==> src/rtl/lsu_mem_ctrl_if.sv <==
// Core request/response and data-memory handshake bundle for lsu_mem_ctrl.
// slave = controller side, master = core plus memory environment.
interface lsu_mem_ctrl_if;
  logic        i_req_valid;
  logic        o_req_ready;
  logic        i_req_we;
  logic [2:0]  i_funct3;
  logic [31:0] i_addr;
  logic [31:0] i_wdata;
  logic        o_rsp_valid;
  logic [31:0] o_rdata;
  logic        o_trap;
  logic        o_mem_req;
  logic        o_mem_we;
  logic [31:0] o_mem_addr;
  logic [31:0] o_mem_wdata;
  logic        i_mem_ack;
  logic [31:0] i_mem_rdata;

  modport slave (
    input  i_req_valid, i_req_we, i_funct3, i_addr, i_wdata, i_mem_ack, i_mem_rdata,
    output o_req_ready, o_rsp_valid, o_rdata, o_trap,
    output o_mem_req, o_mem_we, o_mem_addr, o_mem_wdata
  );

  modport master (
    output i_req_valid, i_req_we, i_funct3, i_addr, i_wdata, i_mem_ack, i_mem_rdata,
    input  o_req_ready, o_rsp_valid, o_rdata, o_trap,
    input  o_mem_req, o_mem_we, o_mem_addr, o_mem_wdata
  );
endinterface

==> src/rtl/lsu_mem_ctrl.sv <==
// Load/store sequencer to a word-wide single-port memory; one request in flight, ready only in IDLE.
// Latency from accept: trap 1, load/SW 2, SB/SH 4 cycles with zero-wait memory; memory waits bounded by TIMEOUT.
module lsu_mem_ctrl #(
  parameter int TIMEOUT = 255
) (
  input logic         i_clk,
  input logic         i_rst,
  lsu_mem_ctrl_if.slave bus
);

  localparam logic [7:0] TMO = 8'(TIMEOUT);

  typedef enum logic [1:0] {IDLE, RD, WR, RESP} state_t;

  state_t      state_q, state_n;
  logic        we_q, we_n;
  logic [2:0]  funct3_q, funct3_n;
  logic [1:0]  addr_lo_q, addr_lo_n;
  logic [31:0] wdata_q, wdata_n;
  logic [7:0]  cnt_q, cnt_n;
  logic        rsp_valid_q, rsp_valid_n;
  logic [31:0] rdata_q, rdata_n;
  logic        trap_q, trap_n;
  logic        mem_req_q, mem_req_n;
  logic        mem_we_q, mem_we_n;
  logic [31:0] mem_addr_q, mem_addr_n;
  logic [31:0] mem_wdata_q, mem_wdata_n;
  logic [7:0]  cnt_inc;

  function automatic logic is_illegal(logic we, logic [2:0] f3, logic [1:0] a);
    logic bad_code;
    logic misaligned;
    if (we) bad_code = !(f3 == 3'b000 || f3 == 3'b001 || f3 == 3'b010);
    else    bad_code = !(f3 == 3'b000 || f3 == 3'b001 || f3 == 3'b010 ||
                         f3 == 3'b100 || f3 == 3'b101);
    misaligned = ((f3[1:0] == 2'b01) && a[0]) || ((f3[1:0] == 2'b10) && (a != 2'b00));
    return bad_code || misaligned;
  endfunction

  function automatic logic [31:0] load_ext(logic [2:0] f3, logic [1:0] a, logic [31:0] w);
    logic [31:0] sh;
    logic [7:0]  b;
    logic [15:0] h;
    sh = w >> {a, 3'b000};
    b  = sh[7:0];
    h  = a[1] ? w[31:16] : w[15:0];
    case (f3)
      3'b000:  return {{24{b[7]}}, b};
      3'b001:  return {{16{h[15]}}, h};
      3'b100:  return {24'b0, b};
      3'b101:  return {16'b0, h};
      default: return w;
    endcase
  endfunction

  // keep-mask bit=1 preserves the old memory bit; funct3[0] selects half vs byte
  function automatic logic [31:0] merge(logic [2:0] f3, logic [1:0] a, logic [31:0] old_w,
                                        logic [31:0] d);
    logic [31:0] keep;
    logic [31:0] lane;
    if (f3[0]) begin
      keep = a[1] ? 32'h0000_FFFF : 32'hFFFF_0000;
      lane = {16'b0, d[15:0]};
    end else begin
      keep = ~(32'h0000_00FF << {a, 3'b000});
      lane = {24'b0, d[7:0]};
    end
    return (old_w & keep) | (lane << {a, 3'b000});
  endfunction

  assign cnt_inc = cnt_q + 8'd1;

  always_comb begin
    state_n     = state_q;
    we_n        = we_q;
    funct3_n    = funct3_q;
    addr_lo_n   = addr_lo_q;
    wdata_n     = wdata_q;
    cnt_n       = cnt_q;
    rsp_valid_n = 1'b0;
    rdata_n     = rdata_q;
    trap_n      = trap_q;
    mem_req_n   = mem_req_q;
    mem_we_n    = mem_we_q;
    mem_addr_n  = mem_addr_q;
    mem_wdata_n = mem_wdata_q;

    case (state_q)
      IDLE: begin
        if (bus.i_req_valid) begin
          we_n       = bus.i_req_we;
          funct3_n   = bus.i_funct3;
          addr_lo_n  = bus.i_addr[1:0];
          wdata_n    = bus.i_wdata;
          mem_addr_n = {bus.i_addr[31:2], 2'b00};
          cnt_n      = 8'd0;
          if (is_illegal(bus.i_req_we, bus.i_funct3, bus.i_addr[1:0])) begin
            state_n     = RESP;
            rsp_valid_n = 1'b1;
            trap_n      = 1'b1;
            rdata_n     = 32'd0;
          end else if (bus.i_req_we && bus.i_funct3 == 3'b010) begin
            state_n     = WR;
            mem_req_n   = 1'b1;
            mem_we_n    = 1'b1;
            mem_wdata_n = bus.i_wdata;
          end else begin
            state_n   = RD;
            mem_req_n = 1'b1;
            mem_we_n  = 1'b0;
          end
        end
      end

      RD: begin
        if (bus.i_mem_ack) begin
          mem_req_n = 1'b0;
          if (!we_q) begin
            state_n     = RESP;
            rsp_valid_n = 1'b1;
            trap_n      = 1'b0;
            rdata_n     = load_ext(funct3_q, addr_lo_q, bus.i_mem_rdata);
          end else begin
            // request stays low for one cycle in WR before the write is issued
            state_n     = WR;
            mem_we_n    = 1'b1;
            mem_wdata_n = merge(funct3_q, addr_lo_q, bus.i_mem_rdata, wdata_q);
            cnt_n       = 8'd0;
          end
        end else begin
          cnt_n = cnt_inc;
          if (cnt_inc == TMO) begin
            state_n     = RESP;
            rsp_valid_n = 1'b1;
            trap_n      = 1'b1;
            rdata_n     = 32'd0;
            mem_req_n   = 1'b0;
          end
        end
      end

      WR: begin
        if (!mem_req_q) begin
          mem_req_n = 1'b1;
        end else if (bus.i_mem_ack) begin
          state_n     = RESP;
          rsp_valid_n = 1'b1;
          trap_n      = 1'b0;
          rdata_n     = 32'd0;
          mem_req_n   = 1'b0;
          mem_we_n    = 1'b0;
        end else begin
          cnt_n = cnt_inc;
          if (cnt_inc == TMO) begin
            state_n     = RESP;
            rsp_valid_n = 1'b1;
            trap_n      = 1'b1;
            rdata_n     = 32'd0;
            mem_req_n   = 1'b0;
            mem_we_n    = 1'b0;
          end
        end
      end

      RESP: begin
        state_n = IDLE;
      end

      default: begin
        state_n   = IDLE;
        mem_req_n = 1'b0;
      end
    endcase
  end

  always_ff @(posedge i_clk) begin
    if (i_rst) begin
      state_q     <= IDLE;
      we_q        <= 1'b0;
      funct3_q    <= 3'd0;
      addr_lo_q   <= 2'd0;
      wdata_q     <= 32'd0;
      cnt_q       <= 8'd0;
      rsp_valid_q <= 1'b0;
      rdata_q     <= 32'd0;
      trap_q      <= 1'b0;
      mem_req_q   <= 1'b0;
      mem_we_q    <= 1'b0;
      mem_addr_q  <= 32'd0;
      mem_wdata_q <= 32'd0;
    end else begin
      state_q     <= state_n;
      we_q        <= we_n;
      funct3_q    <= funct3_n;
      addr_lo_q   <= addr_lo_n;
      wdata_q     <= wdata_n;
      cnt_q       <= cnt_n;
      rsp_valid_q <= rsp_valid_n;
      rdata_q     <= rdata_n;
      trap_q      <= trap_n;
      mem_req_q   <= mem_req_n;
      mem_we_q    <= mem_we_n;
      mem_addr_q  <= mem_addr_n;
      mem_wdata_q <= mem_wdata_n;
    end
  end

  assign bus.o_req_ready = (state_q == IDLE);
  assign bus.o_rsp_valid = rsp_valid_q;
  assign bus.o_rdata     = rdata_q;
  assign bus.o_trap      = trap_q;
  assign bus.o_mem_req   = mem_req_q;
  assign bus.o_mem_we    = mem_we_q;
  assign bus.o_mem_addr  = mem_addr_q;
  assign bus.o_mem_wdata = mem_wdata_q;

endmodule

==> src/flat_wrapper.sv <==
// flat-port wrapper written by rule: the top's interface ports become plain ports
module lsu_mem_ctrl_flat 
#(
  parameter int TIMEOUT = 255
)
  (i_clk, i_rst, bus_i_req_valid, bus_i_req_we, bus_i_funct3, bus_i_addr, bus_i_wdata, bus_i_mem_ack, bus_i_mem_rdata, bus_o_req_ready, bus_o_rsp_valid, bus_o_rdata, bus_o_trap, bus_o_mem_req, bus_o_mem_we, bus_o_mem_addr, bus_o_mem_wdata);
  lsu_mem_ctrl_if bus_i ();
  input logic i_clk;
  input logic i_rst;
  input wire logic [$bits(bus_i.i_req_valid)-1:0] bus_i_req_valid;
  input wire logic [$bits(bus_i.i_req_we)-1:0] bus_i_req_we;
  input wire logic [$bits(bus_i.i_funct3)-1:0] bus_i_funct3;
  input wire logic [$bits(bus_i.i_addr)-1:0] bus_i_addr;
  input wire logic [$bits(bus_i.i_wdata)-1:0] bus_i_wdata;
  input wire logic [$bits(bus_i.i_mem_ack)-1:0] bus_i_mem_ack;
  input wire logic [$bits(bus_i.i_mem_rdata)-1:0] bus_i_mem_rdata;
  output wire logic [$bits(bus_i.o_req_ready)-1:0] bus_o_req_ready;
  output wire logic [$bits(bus_i.o_rsp_valid)-1:0] bus_o_rsp_valid;
  output wire logic [$bits(bus_i.o_rdata)-1:0] bus_o_rdata;
  output wire logic [$bits(bus_i.o_trap)-1:0] bus_o_trap;
  output wire logic [$bits(bus_i.o_mem_req)-1:0] bus_o_mem_req;
  output wire logic [$bits(bus_i.o_mem_we)-1:0] bus_o_mem_we;
  output wire logic [$bits(bus_i.o_mem_addr)-1:0] bus_o_mem_addr;
  output wire logic [$bits(bus_i.o_mem_wdata)-1:0] bus_o_mem_wdata;
  assign bus_i.i_req_valid = bus_i_req_valid;
  assign bus_i.i_req_we = bus_i_req_we;
  assign bus_i.i_funct3 = bus_i_funct3;
  assign bus_i.i_addr = bus_i_addr;
  assign bus_i.i_wdata = bus_i_wdata;
  assign bus_i.i_mem_ack = bus_i_mem_ack;
  assign bus_i.i_mem_rdata = bus_i_mem_rdata;
  assign bus_o_req_ready = bus_i.o_req_ready;
  assign bus_o_rsp_valid = bus_i.o_rsp_valid;
  assign bus_o_rdata = bus_i.o_rdata;
  assign bus_o_trap = bus_i.o_trap;
  assign bus_o_mem_req = bus_i.o_mem_req;
  assign bus_o_mem_we = bus_i.o_mem_we;
  assign bus_o_mem_addr = bus_i.o_mem_addr;
  assign bus_o_mem_wdata = bus_i.o_mem_wdata;
  lsu_mem_ctrl #(.TIMEOUT(TIMEOUT)) u_core (.i_clk(i_clk), .i_rst(i_rst), .bus(bus_i));
endmodule
==> config.mk <==
export PLATFORM = sky130hd
export DESIGN_NAME = lsu_mem_ctrl_flat
export DESIGN_NICKNAME = d
export VERILOG_FILES = /design/src/rtl/lsu_mem_ctrl_if.sv /design/src/rtl/lsu_mem_ctrl.sv /design/src/flat_wrapper.sv
export SDC_FILE = /design/constraint.sdc
export NUM_CORES = 1
export LEC_CHECK = 0
export CAP_MARGIN = 10
export CORE_MARGIN = 3
export CORE_UTILIZATION = 40
export CTS_BUF_LIST = sky130_fd_sc_hd__clkbuf_8
export CTS_CLUSTER_SIZE = 12
export DETAILED_ROUTE_END_ITERATION = 16
export PLACE_DENSITY = 0.79
export SLEW_MARGIN = 20
export SYNTH_ARGS = -nofsm -noshare
export SYNTH_HDL_FRONTEND = slang
export SYNTH_SLANG_ARGS = --single-unit
==> constraint.sdc <==
create_clock -name i_clk -period 4.2 [get_ports i_clk]
set_input_delay 0.84 -clock i_clk [delete_from_list [all_inputs] [get_ports i_clk]]
set_output_delay 0.84 -clock i_clk [all_outputs]
set_load 0.02 [all_outputs]
==> impl_metrics.yaml <==
outcome:
  run_status: "finished, final reports clean"
yosys:
  synth.cell_area_mm2: 0.006302
  fraction_of_registers_with_async_set_reset_pct: 0
  area_fraction_in_compound_gates_after_synthesis_pct: 32.20
  synth.distinct_cells: 60
  area_contributors_post_synth: "sky130_fd_sc_hd__dfxtp_1 (41%), sky130_fd_sc_hd__nand2_1 (8.7%), sky130_fd_sc_hd__a21oi_1 (7.6%), sky130_fd_sc_hd__o2bb2ai_1 (3.1%), sky130_fd_sc_hd__a211oi_1 (2.9%)"
  synth_warnings: 0
  synth-edff-count: 0
  synth_top_family_by_area: "compound AO/OA/AOI/OAI gates"
  synth.top_cells.by_count: "sky130_fd_sc_hd__nand2_1 (146), sky130_fd_sc_hd__dfxtp_1 (130), sky130_fd_sc_hd__a21oi_1 (96)"
  synth.mux.area_fraction_pct: 1.946
  area_share_of_the_largest_cell_type_after_synthesis_pct: 41.29
  syn_avg_cell_area_um2: 8.164
  ys_seq_elements: 130
  postSynth.topFlopCell: "sky130_fd_sc_hd__dfxtp_1"
  ys_seq_area_share_pct: 41.29
  synth-xor-area-share_pct: 0.4169
  yosys.area_share.simple_pct: 17.09
  synthesis.instances: 772
  netlist.top_cell.by_area: "sky130_fd_sc_hd__dfxtp_1"
  adder_and_majority_gate_portion_of_the_synthesized_area_pct: 1.191
  synth_most_common_cell: "sky130_fd_sc_hd__nand2_1"
critical_path:
  worstReg2RegStart: "u_core.state_q[1]"
  worst_ep_arrival_time_ns: 3.35
  r2r_end: "u_core.bus.o_mem_wdata[7]"
  critical_setup_path_class: "reg2reg"
  crit_path_top_delay_cell: "sky130_fd_sc_hd__a21oi_1"
  setup.worst_path.start_class: "flip-flop"
  worstRegToRegCells: 7
  critPathMostFrequentCell: "sky130_fd_sc_hd__a21oi_1"
  r2r_slack_ns: 1.13
  worst_setup_path_end_kind: "flip-flop"
  worstPathCellList: "inv_1 -> ha_2 -> clkinv_1 -> a21oi_1 -> a211o_1 -> or3_1 -> a21oi_1"
  worst_path_largest_cell_delay_ns: 0.62
  critical_path.max_fanout: 18
  cp_data_required_time_ns: 4.48
cts:
  clk_root_buffer_cell: "sky130_fd_sc_hd__clkbuf_8"
  cts-buffers-inserted: 17
  postCtsSetupBuffers: 0
  tritoncts: "yes"
  clk_pin_slew_ns: 0.07
  clk_latency_ns: 0.44
  post_cts_hold_buffer_count: 0
  clock_tree.htree_level_count: 4
  postCtsResizedCells: 0
  cts_sinks: 130
  clock_path_buffers: 2
finish:
  layout-area-overhead-vs-synth_pct: 39.35
  diodes: 0
  final_core_utilization_pct: 57.34
  layout-drive-gt1-share_pct: 6.441
  fin_nets: 1046
grt:
  grt_pass1_wl_um: 32530
  antenna_found_initial: 0
  remaining_global_route_overflow: 0
  pin_count_of_the_biggest_net_entering_global_routing: 101
  grtUsageTotal_pct: 23.30
  number_of_global_route_vias_before_repair: 6008
floorplanning:
  core_area_mm2: 0.01531
  start_util_pct: 41.15
  io_pins: 205
  placement_rows: 45
  die_x_um: 131.5
  die_y_um: 131.5
  die_area_mm2: 0.01730
drt:
  detail_route.drc_violations: 0
  via_total_after_detailed_routing: 6436
  post_drt_via_cell_ratio: 5.558
  wl_um: 20530
  drt-initial-drc-count: 595
  firstDrtPassIters: 5
  wl_per_cell_um: 17.73
  drtAntennaViolNets: 0
power_and_ir_drop:
  p_switching_uw: 1827
  sequential_group_share_of_total_power_pct: 34.5
  cellInternalPower_uw: 2957
  power.switching_fraction_pct: 38.18
  clockPowerShare_pct: 23.9
  combinationalPowerShare_pct: 41.6
  power.ir.vdd_worst_uv: 258.7
  power.leakage_uw: 0.003074
  p_per_area_mw_per_mm2: 544.7
sta:
  finalSetupTns_ns: 0
  grt_setup_unrepaired: "false"
  timing.clock.skew_ns: 0.009681
  fmax_mhz: 325.8
  maxSlewHeadroom_pct: 30.10
  setup_viol: 0
  final.min_clock_period_ns: 3.069
  finalHoldViolations: 0
  final_max_slew_viol_count: 0
  worst_slew_pin_slew_ns: 1.048
  layout_worst_path_cycle_share_pct: 73.07
placement:
  port_buffers: 202
  gp_congestion: 0.9195
  dp_hpwl_um: 14910
flow_run:
  cap_viol_max_count: 0
worst_hold_path:
  worstHoldPathType: "reg2reg"
  holdPathEnd: "u_core.bus.o_mem_addr[11]"
  hp-start: "u_core.bus.o_mem_addr[11]"
  hold-path-cell-count: 2
## how the worst max path moves through the flow
stage,start,end,cells after the start
finish,u_core.state_q[1],u_core.bus.o_mem_wdata[7],7
global route,u_core.state_q[1],u_core.bus.o_mem_wdata[7],7
detailed placement,bus_i_funct3[0],u_core.bus.o_mem_wdata[7],7
CTS,u_core.state_q[1],u_core.bus.o_mem_wdata[7],7
floorplan,u_core.state_q[0],u_core.bus.o_rdata[21],11
global placement,bus_i_funct3[0],u_core.bus.o_mem_wdata[7],7
## routing by layer
metal	vias to the layer above	share of wire, %	track usage, %
li1	3102	-	-
met1	2959	42	31.34
met2	345	45	35.64
met3	30	11	7.619
met4	0	1.7	7.060
met5	-	0	0
## layout make-up
type	count	area (um^2)
fillers	1410	6533
clock buffers	20	275.3
well taps	211	264.0
flip-flops and latches	130	2604
clock inverters	10	143.9
repair buffers	209	2072
multi-input cells	560	3354
inverters	18	68.82
## kinds of logic after synthesis
kind of cell	count (synthesis)
multiplexers	11
buffers and inverters	83
AO/OA/AOI/OAI	289
AND/OR/NAND/NOR	249
flip-flops	130
XOR/XNOR	3
other	1
adder cells (fa/ha/maj)	6
## placed cells by master (no fill, tap or decap), types with 22 or more instances in the layout
master                            instances
sky130_fd_sc_hd__a211oi_1                24
sky130_fd_sc_hd__a21oi_1                 96
sky130_fd_sc_hd__a22oi_1                 24
sky130_fd_sc_hd__clkdlybuf4s50_1        201
sky130_fd_sc_hd__dfxtp_1                129
sky130_fd_sc_hd__nand2_1                145
sky130_fd_sc_hd__nor2_1                  47
sky130_fd_sc_hd__nor2b_1                 24
sky130_fd_sc_hd__o211ai_1                23
sky130_fd_sc_hd__o21ai_0                 26
sky130_fd_sc_hd__o2bb2ai_1               22
## critical path, delay by kind of cell, from the launching register on
family / cells / cell delay [ns]
AOI/OAI and AO/OA: 3 / 1.20
adders and majority gates: 1 / 0.50
buffers and inverters: 2 / 0.65
DFF: 1 / 0.35
and+or+nand+nor: 1 / 0.20
## through the flow
stage	power [uW]	hold slack [ns]	cells	setup slack [ns]	cell area (um^2)
finish	4784	0.4534	1158	1.131	8782
global route	5055	0.4709	1158	0.8713	8782
CTS	4793	0.4543	1158	1.166	8781
detailed placement	3649	0.4462	1128	0.9651	8362
global placement	3624	0.4411	1128	1.034	8362
floorplan	2902	0.4491	773	1.816	6306
## sequential cells by signal (all words and copies together), names as in the netlist
name,flops
u_core.bus.o_mem_wdata,32
u_core.bus.o_rdata,32
u_core.bus.o_mem_addr,30
u_core.wdata_q,16
u_core.cnt_q,8
u_core.funct3_q,3
u_core.addr_lo_q,2
u_core.state_q,2
u_core.bus.o_mem_req,1
u_core.bus.o_mem_we,1
u_core.bus.o_rsp_valid,1
u_core.bus.o_trap,1
u_core.we_q,1
## power groups by stage
stage	clock network [uW]	logic (uW)	registers, uW
CTS	1170	1980	1650
global route	1220	2160	1680
detailed placement	0	1980	1670
global placement	0	1960	1670
finish	1140	1990	1650
floorplan	0	1080	1820
No activity file was read; power rests on OpenSTA's default activity.
